<file path="src/rtl/dff8_stim_src.sv">
// Beat-stream source for an 8-bit clock-enabled register: paced clk_en strobes with
// incrementing or Galois-LFSR data. Define DFF8_STIM_HOLD_EN to add the hold input.
module dff8_stim_src #(
    parameter int unsigned CNT_W = 8,
    parameter int unsigned DIV_W = 8,
    parameter logic [7:0]  SEED  = 8'hA5
) (
    input  logic             Clk,
    input  logic             reset,
    input  logic             start,
    input  logic             stop,
    input  logic             mode,
    input  logic [7:0]       init,
    input  logic [CNT_W-1:0] beats,
    input  logic [DIV_W-1:0] div,
`ifdef DFF8_STIM_HOLD_EN
    input  logic             hold,
`endif
    output logic             clk_en,
    output logic [7:0]       Din,
    output logic             busy,
    output logic             done
);

    localparam logic [1:0] StIdle = 2'd0;
    localparam logic [1:0] StRun  = 2'd1;
    localparam logic [1:0] StDone = 2'd2;

    localparam logic [CNT_W-1:0] CntOne = CNT_W'(1);
    localparam logic [DIV_W-1:0] DivOne = DIV_W'(1);
    localparam logic [7:0]       LfsrMask = 8'hB8;

    logic             hold_act;
    logic [1:0]       state_q, state_d;
    logic             mode_q, mode_d;
    logic [DIV_W-1:0] div_q, div_d;
    logic [DIV_W-1:0] phase_q, phase_d;
    logic [CNT_W-1:0] remain_q, remain_d;
    logic [7:0]       value_q, value_d;
    logic [7:0]       value_nxt;
    logic             clk_en_q, clk_en_d;
    logic [7:0]       din_q, din_d;
    logic             busy_q, busy_d;
    logic             done_q, done_d;

`ifdef DFF8_STIM_HOLD_EN
    assign hold_act = hold;
`else
    assign hold_act = 1'b0;
`endif

    // Next pattern value; the LFSR never reaches zero from a non-zero seed.
    always_comb begin
        value_nxt = value_q + 8'd1;
        if (mode_q) begin
            value_nxt = (value_q >> 1) ^ (value_q[0] ? LfsrMask : 8'h00);
        end
    end

    always_comb begin
        state_d  = state_q;
        mode_d   = mode_q;
        div_d    = div_q;
        phase_d  = phase_q;
        remain_d = remain_q;
        value_d  = value_q;
        clk_en_d = 1'b0;
        din_d    = din_q;
        busy_d   = busy_q;
        done_d   = 1'b0;

        case (state_q)
            StIdle: begin
                if (start) begin
                    mode_d   = mode;
                    div_d    = div;
                    phase_d  = div;
                    remain_d = beats;
                    value_d  = (mode && (init == 8'h00)) ? SEED : init;
                    busy_d   = 1'b1;
                    state_d  = (beats == '0) ? StDone : StRun;
                end
            end
            StRun: begin
                // stop outranks both a due strobe and hold
                if (stop) begin
                    state_d = StDone;
                end else if (!hold_act) begin
                    if (phase_q == '0) begin
                        clk_en_d = 1'b1;
                        din_d    = value_q;
                        value_d  = value_nxt;
                        phase_d  = div_q;
                        remain_d = remain_q - CntOne;
                        if (remain_q == CntOne) begin
                            state_d = StDone;
                        end
                    end else begin
                        phase_d = phase_q - DivOne;
                    end
                end
            end
            StDone: begin
                done_d  = 1'b1;
                busy_d  = 1'b0;
                state_d = StIdle;
            end
            default: begin
                busy_d  = 1'b0;
                state_d = StIdle;
            end
        endcase
    end

    always_ff @(posedge Clk or negedge reset) begin
        if (!reset) begin
            state_q  <= StIdle;
            mode_q   <= 1'b0;
            div_q    <= '0;
            phase_q  <= '0;
            remain_q <= '0;
            value_q  <= 8'h00;
            clk_en_q <= 1'b0;
            din_q    <= 8'h00;
            busy_q   <= 1'b0;
            done_q   <= 1'b0;
        end else begin
            state_q  <= state_d;
            mode_q   <= mode_d;
            div_q    <= div_d;
            phase_q  <= phase_d;
            remain_q <= remain_d;
            value_q  <= value_d;
            clk_en_q <= clk_en_d;
            din_q    <= din_d;
            busy_q   <= busy_d;
            done_q   <= done_d;
        end
    end

    assign clk_en = clk_en_q;
    assign Din    = din_q;
    assign busy   = busy_q;
    assign done   = done_q;

endmodule

</file>
<file path="config.mk">
export PLATFORM = sky130hd
export DESIGN_NAME = dff8_stim_src
export DESIGN_NICKNAME = d
export VERILOG_FILES = /design/src/rtl/dff8_stim_src.sv
export SDC_FILE = /design/constraint.sdc
export NUM_CORES = 1
export LEC_CHECK = 0
export BUFFER_PORTS_ARGS = -buffer_cell sky130_fd_sc_hd__buf_2
export CORE_MARGIN = 3
export CORE_UTILIZATION = 55
export DETAILED_ROUTE_END_ITERATION = 6
export GPL_ROUTABILITY_DRIVEN = 0
export PLACE_DENSITY = 0.73
export SLEW_MARGIN = 20
export SYNTH_ARGS = -nofsm -noshare
export SYNTH_HDL_FRONTEND = slang
export SYNTH_SLANG_ARGS = --single-unit
</file>
<file path="constraint.sdc">
create_clock -name Clk -period 3.4 [get_ports Clk]
set_input_delay 0.51 -clock Clk [delete_from_list [all_inputs] [get_ports Clk]]
set_output_delay 0.51 -clock Clk [all_outputs]
set_load 0.02 [all_outputs]
</file>
# [Word level (Yosys, flattened, before mapping)]
# Cells that the tools add are included.
[word_totals] reg_bits=46 inputBits=29 output_inout_bits=11 elab_cells=63
[classes] addsub=3 eq_ne=8 n_mux=27 bitwise=3 reduce_logical=12
[op_table] op="$mux W8" count=12
[op_table] op="$pmux W8 S2" count=3
[op_table] op="$logic_not A8 Y1" count=3
[op_table] op="$sub A8 B1 Y8 const B" count=2
[op_table] op="$mux W2" count=5
[op_table] op="$reduce_and A3 Y1" count=3
[op_table] op="$add A8 B1 Y8 const B" count=1
[op_table] op="$eq A8 B1 Y1 const B" count=1
[op_table] op="$xor A7 B8 Y8" count=1
[op_table] op="$ne A2 B2 Y1 const B" count=3
[op_table] op="$ne A3 B3 Y1 const B" count=2
[op_table] op="$mux W1" count=5
[op_table] op="$pmux W2 S2" count=1
[op_table] op="$reduce_and A2 Y1" count=2
[op_table] op="$reduce_and A4 Y1" count=1
[op_table] op="$eq A2 B1 Y1 const B" count=1
[op_table] op="$eq A2 B2 Y1 const B" count=1
[op_table] op="$logic_not A2 Y1" count=1
[op_table] op="$not A1 Y1" count=2
[op_table] op="$pmux W1 S2" count=1
[op_table] op="$reduce_bool A2 Y1" count=1
[op_table] op="$logic_and A1 B1 Y1" count=1

# [Logic depth before layout (Yosys ltp)]
[depth] depth_word=6 depth_mapped=7 depth_no_buf=6

# [Worst setup path after synthesis]
# No wires, ideal clock.
[synth_timing] path_kind="reg2reg" start="register phase_q[0]" end="register remain_q[0]" setup_time_ps=124 arrival_time_ps=1791 required_time_ps=3276 path_slack_ps=1485 path_stages_with_launch=8 path_buffers=1 synth_period_minus_slack_ps=1915 path_cell_list="dfrtp_1 > inv_1 > ha_1 > or4b_1 > buf_6 > o21ai_4 > nand2_4 > a211o_1"
[synth_via] elab_chain_cells=3
[synth_lines] item="start, declared" line_no="37" text="logic [DIV_W-1:0] phase_q, phase_d;"
[synth_lines] item="start signal, assigned" line_no="131" text="phase_q <= phase_d;"
[synth_lines] item="$logic_not A8 Y1" line_no="89" text="if (phase_q == '0) begin"
[synth_lines] item="$ne A2 B2 Y1 (no line)"
[synth_lines] item="$reduce_and A4 Y1 (no line)"
[synth_lines] item="end signal, assigned" line_no="132" text="remain_q <= remain_d;"
[synth_lines] item="end, declared" line_no="38" text="logic [CNT_W-1:0] remain_q, remain_d;"
# Every way passes these cells.
# A chain may end at the register's enable or synchronous reset.

# [Worst setup path in the final report]
# Same ends and word-level chain as after synthesis.

==> impl_metrics.xml <==
<?xml version="1.0" encoding="UTF-8"?>
<metrics>
  <group name="status">
    <metric name="status" unit="">complete, no violations</metric>
  </group>
  <group name="floorplanning">
    <metric name="design.die.area" unit="um2">5721</metric>
    <metric name="initial_utilization" unit="%">59.22</metric>
    <metric name="die-height" unit="um">75.64</metric>
    <metric name="placeable_core_area" unit="um2">4504</metric>
    <metric name="pin_count" unit="">40</metric>
    <metric name="floorplan.die.width" unit="um">75.64</metric>
    <metric name="placementRows" unit="">24</metric>
  </group>
  <group name="run">
    <metric name="drv.max_cap_violation_count" unit="">0</metric>
  </group>
  <group name="drt">
    <metric name="wl_per_cell" unit="um">17.13</metric>
    <metric name="drt_iter0_markers" unit="">168</metric>
    <metric name="via_per_inst" unit="">6.184</metric>
    <metric name="detail_route.wirelength" unit="um">6133</metric>
    <metric name="route.antenna.remaining_nets" unit="">0</metric>
    <metric name="drtPass1Iterations" unit="">4</metric>
    <metric name="route.detailed.drc" unit="">0</metric>
    <metric name="vias" unit="">2214</metric>
  </group>
  <group name="synthesis">
    <metric name="synth_flop_cell" unit="">sky130_fd_sc_hd__dfrtp_1</metric>
    <metric name="synth_cell_types" unit="">59</metric>
    <metric name="postSynthNetCount" unit="">307</metric>
    <metric name="synthTopCellsByArea" unit="">sky130_fd_sc_hd__dfrtp_1, sky130_fd_sc_hd__mux2_2, sky130_fd_sc_hd__a21oi_1</metric>
    <metric name="synth_sequential_area_ratio" unit="%">43.15</metric>
    <metric name="synth-compound-area-share" unit="%">21.48</metric>
    <metric name="synth_enable_flop_cells" unit="">0</metric>
    <metric name="postSynthCellCount" unit="">273</metric>
    <metric name="synth_xor_area_share" unit="%">2.298</metric>
    <metric name="main_combinational_cell_family_by_area_after_synthesis" unit="">compound AO/OA/AOI/OAI gates</metric>
    <metric name="synth-seq-cells" unit="">46</metric>
    <metric name="postSynth.asyncResetShare" unit="%">100.0</metric>
    <metric name="synthTopCellsByCount" unit="">sky130_fd_sc_hd__dfrtp_1, sky130_fd_sc_hd__mux2_2, sky130_fd_sc_hd__a21oi_1</metric>
    <metric name="yosys.area.top_type_share" unit="%">43.15</metric>
    <metric name="yosys_warnings" unit="">0</metric>
    <metric name="netlist.top_cell.by_area" unit="">sky130_fd_sc_hd__dfrtp_1</metric>
    <metric name="leading_cell_type_by_number_of_instances_after_synthesis" unit="">sky130_fd_sc_hd__dfrtp_1</metric>
    <metric name="netlist_area" unit="um2">2668</metric>
    <metric name="synthesis.area_per_instance" unit="um2">9.771</metric>
    <metric name="yosys-mux-area-fraction" unit="%">8.771</metric>
    <metric name="post_synth_and_or_nand_nor_area_fraction" unit="%">17.87</metric>
    <metric name="synth-adder-area-share" unit="%">2.345</metric>
  </group>
  <group name="grt">
    <metric name="grt_pass1_wl" unit="um">10280</metric>
    <metric name="number_of_global_route_vias_before_repair" unit="">2113</metric>
    <metric name="global_router_s_overall_resource_usage" unit="%">23.82</metric>
    <metric name="gr-total-overflow" unit="">0</metric>
    <metric name="grt_max_degree" unit="">47</metric>
    <metric name="antenna_found_initial" unit="">0</metric>
  </group>
  <group name="cts">
    <metric name="clk_transition_reported_paths" unit="ns">0.09</metric>
    <metric name="cts-buffers-inserted" unit="">5</metric>
    <metric name="cts-htree-levels" unit="">2</metric>
    <metric name="clk_latency" unit="ns">0.30</metric>
    <metric name="cts_hold_repair.buffers" unit="">0</metric>
    <metric name="post_cts_resize_count" unit="">0</metric>
    <metric name="cts-root-buf" unit="">sky130_fd_sc_hd__clkbuf_8</metric>
    <metric name="ctsLongestPathBuffers" unit="">2</metric>
    <metric name="clock_tree_from_tritoncts" unit="">yes</metric>
    <metric name="postCtsSetupBuffers" unit="">0</metric>
    <metric name="clock_sinks" unit="">46</metric>
  </group>
  <group name="critical_path">
    <metric name="timing.critical_path.buf_inv" unit="">1</metric>
    <metric name="worst_ep_arrival_time" unit="ns">2.38</metric>
    <metric name="worst_endpoint_required_time" unit="ns">3.59</metric>
    <metric name="worst_path_fanout_max" unit="">9</metric>
    <metric name="cp-end-kind" unit="">flop</metric>
    <metric name="worstPathCellList" unit="">inv_1, ha_1, or4b_1, o21ai_4, nand2_4, a211o_1</metric>
    <metric name="r2r_cells" unit="">6</metric>
    <metric name="crit_path_start" unit="">phase_q[0]</metric>
    <metric name="worst_setup_path_start_kind" unit="">flop</metric>
    <metric name="crit_cells" unit="">6</metric>
    <metric name="crit-reg2reg-launch" unit="">phase_q[0]</metric>
    <metric name="max_stage_delay" unit="ns">0.62</metric>
    <metric name="critical_path.top_delay_family" unit="">simple AND/OR/NAND/NOR gates</metric>
    <metric name="timing.setup.critical_path_class" unit="">flop to flop</metric>
    <metric name="cp_slowest_cell" unit="">sky130_fd_sc_hd__or4b_1</metric>
  </group>
  <group name="timing">
    <metric name="final-hold-violation-count" unit="">0</metric>
    <metric name="report.final.slew_viol_count" unit="">0</metric>
    <metric name="worst-slew-pin-transition" unit="ns">0.8494</metric>
    <metric name="relSlewSlack" unit="%">43.25</metric>
    <metric name="setup_viol_count_final" unit="">0</metric>
    <metric name="tns" unit="ns">0</metric>
    <metric name="fin_skew" unit="ns">0.004381</metric>
    <metric name="rsz_0062_raised_after_global_routing" unit="">false</metric>
    <metric name="fin_crit" unit="ns">2.184</metric>
    <metric name="layout_worst_path_cycle_share" unit="%">64.23</metric>
    <metric name="achievable-frequency" unit="GHz">0.4579</metric>
  </group>
  <group name="pwr">
    <metric name="cellLeakagePower" unit="nW">1.328</metric>
    <metric name="total_power" unit="mW">2.676</metric>
    <metric name="power.density_cell_area" unit="nW/um2">896.4</metric>
    <metric name="peakVddDrop" unit="uV">474.8</metric>
  </group>
  <group name="layout">
    <metric name="layout-drive-gt1-share" unit="%">26.47</metric>
    <metric name="layout-area-overhead-vs-synth" unit="%">11.91</metric>
    <metric name="seqCellArea" unit="um2">1151</metric>
    <metric name="design.final.nets" unit="">339</metric>
    <metric name="antenna-diode-count" unit="">0</metric>
    <metric name="multi_input_combinational_cell_area" unit="um2">1410</metric>
    <metric name="fin_util" unit="%">66.28</metric>
    <metric name="stdcell_count" unit="">358</metric>
    <metric name="summed_area_of_non_filler_cells_in_the_final_layout" unit="um2">2985</metric>
    <metric name="fillers" unit="">385</metric>
  </group>
  <group name="place">
    <metric name="placed_area" unit="um2">2874</metric>
    <metric name="hpwlAfterDp" unit="um">4355</metric>
    <metric name="io_buffer_count" unit="">39</metric>
    <metric name="placedCellCount" unit="">350</metric>
  </group>
  <group name="hold_path">
    <metric name="hold_path.class" unit="">input pin to async pin</metric>
  </group>
</metrics>
-- final cells by class --
cell class,instances,area share (%)
multi-input cells,202,47.23
flip-flops and latches,46,38.56
repair buffers,42,7.376
clock buffers,5,2.305
well taps,52,2.179
clock inverters,3,1.341
inverters,8,1.006
-- metal layers --
metal,part of all wire (%),wire (um),GRT usage (%),vias up
met4,1.2,76,7.573,0
met2,48,2936,38.06,51
met5,0,0,0,-
met1,46,2822,32.94,1069
met3,4.8,297,4.354,8
li1,-,-,-,1086
-- where the power goes --
| part | leakage (nW) | internal, mW | switching [mW] | total, mW |
|---|---|---|---|---|
| Clock | 0.0579 | 0.217 | 0.191 | 0.408 |
| Sequential | 0.564 | 0.778 | 0.295 | 1.07 |
| Combinational | 0.706 | 0.528 | 0.666 | 1.19 |
| Total | 1.33 | 1.52 | 1.15 | 2.68 |
-- cells by family after synthesis --
logic type / Yosys count
buffers and inverters: 25
AND/OR/NAND/NOR: 83
flip-flops: 46
adder cells (fa/ha/maj): 5
multiplexers: 21
AO/OA/AOI/OAI: 86
XOR/XNOR: 7
-- flip-flops by register name, indices dropped and copies added, names as in the netlist --
register,count
mode_q,1
clk_en,1
div_q,8
done,1
phase_q,8
busy,1
Din,8
remain_q,8
value_q,8
state_q,2
-- per-stage QoR --
| stage | hold slack (ns) | setup WS, ns |
|---|---|---|
| floorplan | 0.2144 | 1.485 |
| global placement | 0.4827 | 1.284 |
| detailed placement | 0.4884 | 1.257 |
| CTS | 0.4220 | 1.227 |
| global route | 0.2341 | 1.061 |
| finish | 0.1998 | 1.216 |
-- path summary, 6_finish.rpt --
kind	end	slack [ns]
max	remain_q[0]	1.22
min	Din[7]	0.20
max reg2reg	remain_q[0]	1.22
min reg2reg	Din[7]	0.51
max in group asynchronous	remain_q[4]	2.80
min in group Clk	phase_q[5]	0.45
-- placed cells by master, fill, tap and decap left out, types with 4 or more instances in the layout --
| master | synthesis | routed |
|---|---|---|
| sky130_fd_sc_hd__a21oi_1 | 17 | 17 |
| sky130_fd_sc_hd__a31oi_1 | 11 | 11 |
| sky130_fd_sc_hd__and2_1 | 4 | 4 |
| sky130_fd_sc_hd__buf_2 | 5 | 38 |
| sky130_fd_sc_hd__buf_4 | 0 | 4 |
| sky130_fd_sc_hd__clkbuf_8 | 0 | 5 |
| sky130_fd_sc_hd__dfrtp_1 | 46 | 46 |
| sky130_fd_sc_hd__ha_1 | 5 | 5 |
| sky130_fd_sc_hd__inv_1 | 8 | 8 |
| sky130_fd_sc_hd__mux2_2 | 19 | 19 |
| sky130_fd_sc_hd__nand2_1 | 14 | 14 |
| sky130_fd_sc_hd__nand2b_1 | 4 | 4 |
| sky130_fd_sc_hd__nand3_1 | 5 | 5 |
| sky130_fd_sc_hd__nor2_1 | 15 | 15 |
| sky130_fd_sc_hd__nor3_1 | 10 | 10 |
| sky130_fd_sc_hd__nor4_1 | 4 | 4 |
| sky130_fd_sc_hd__o21ai_0 | 16 | 16 |
| sky130_fd_sc_hd__o22ai_1 | 6 | 6 |
| sky130_fd_sc_hd__o31ai_1 | 8 | 8 |
| sky130_fd_sc_hd__xor2_1 | 4 | 4 |
(Power assumes the default switching activity.)
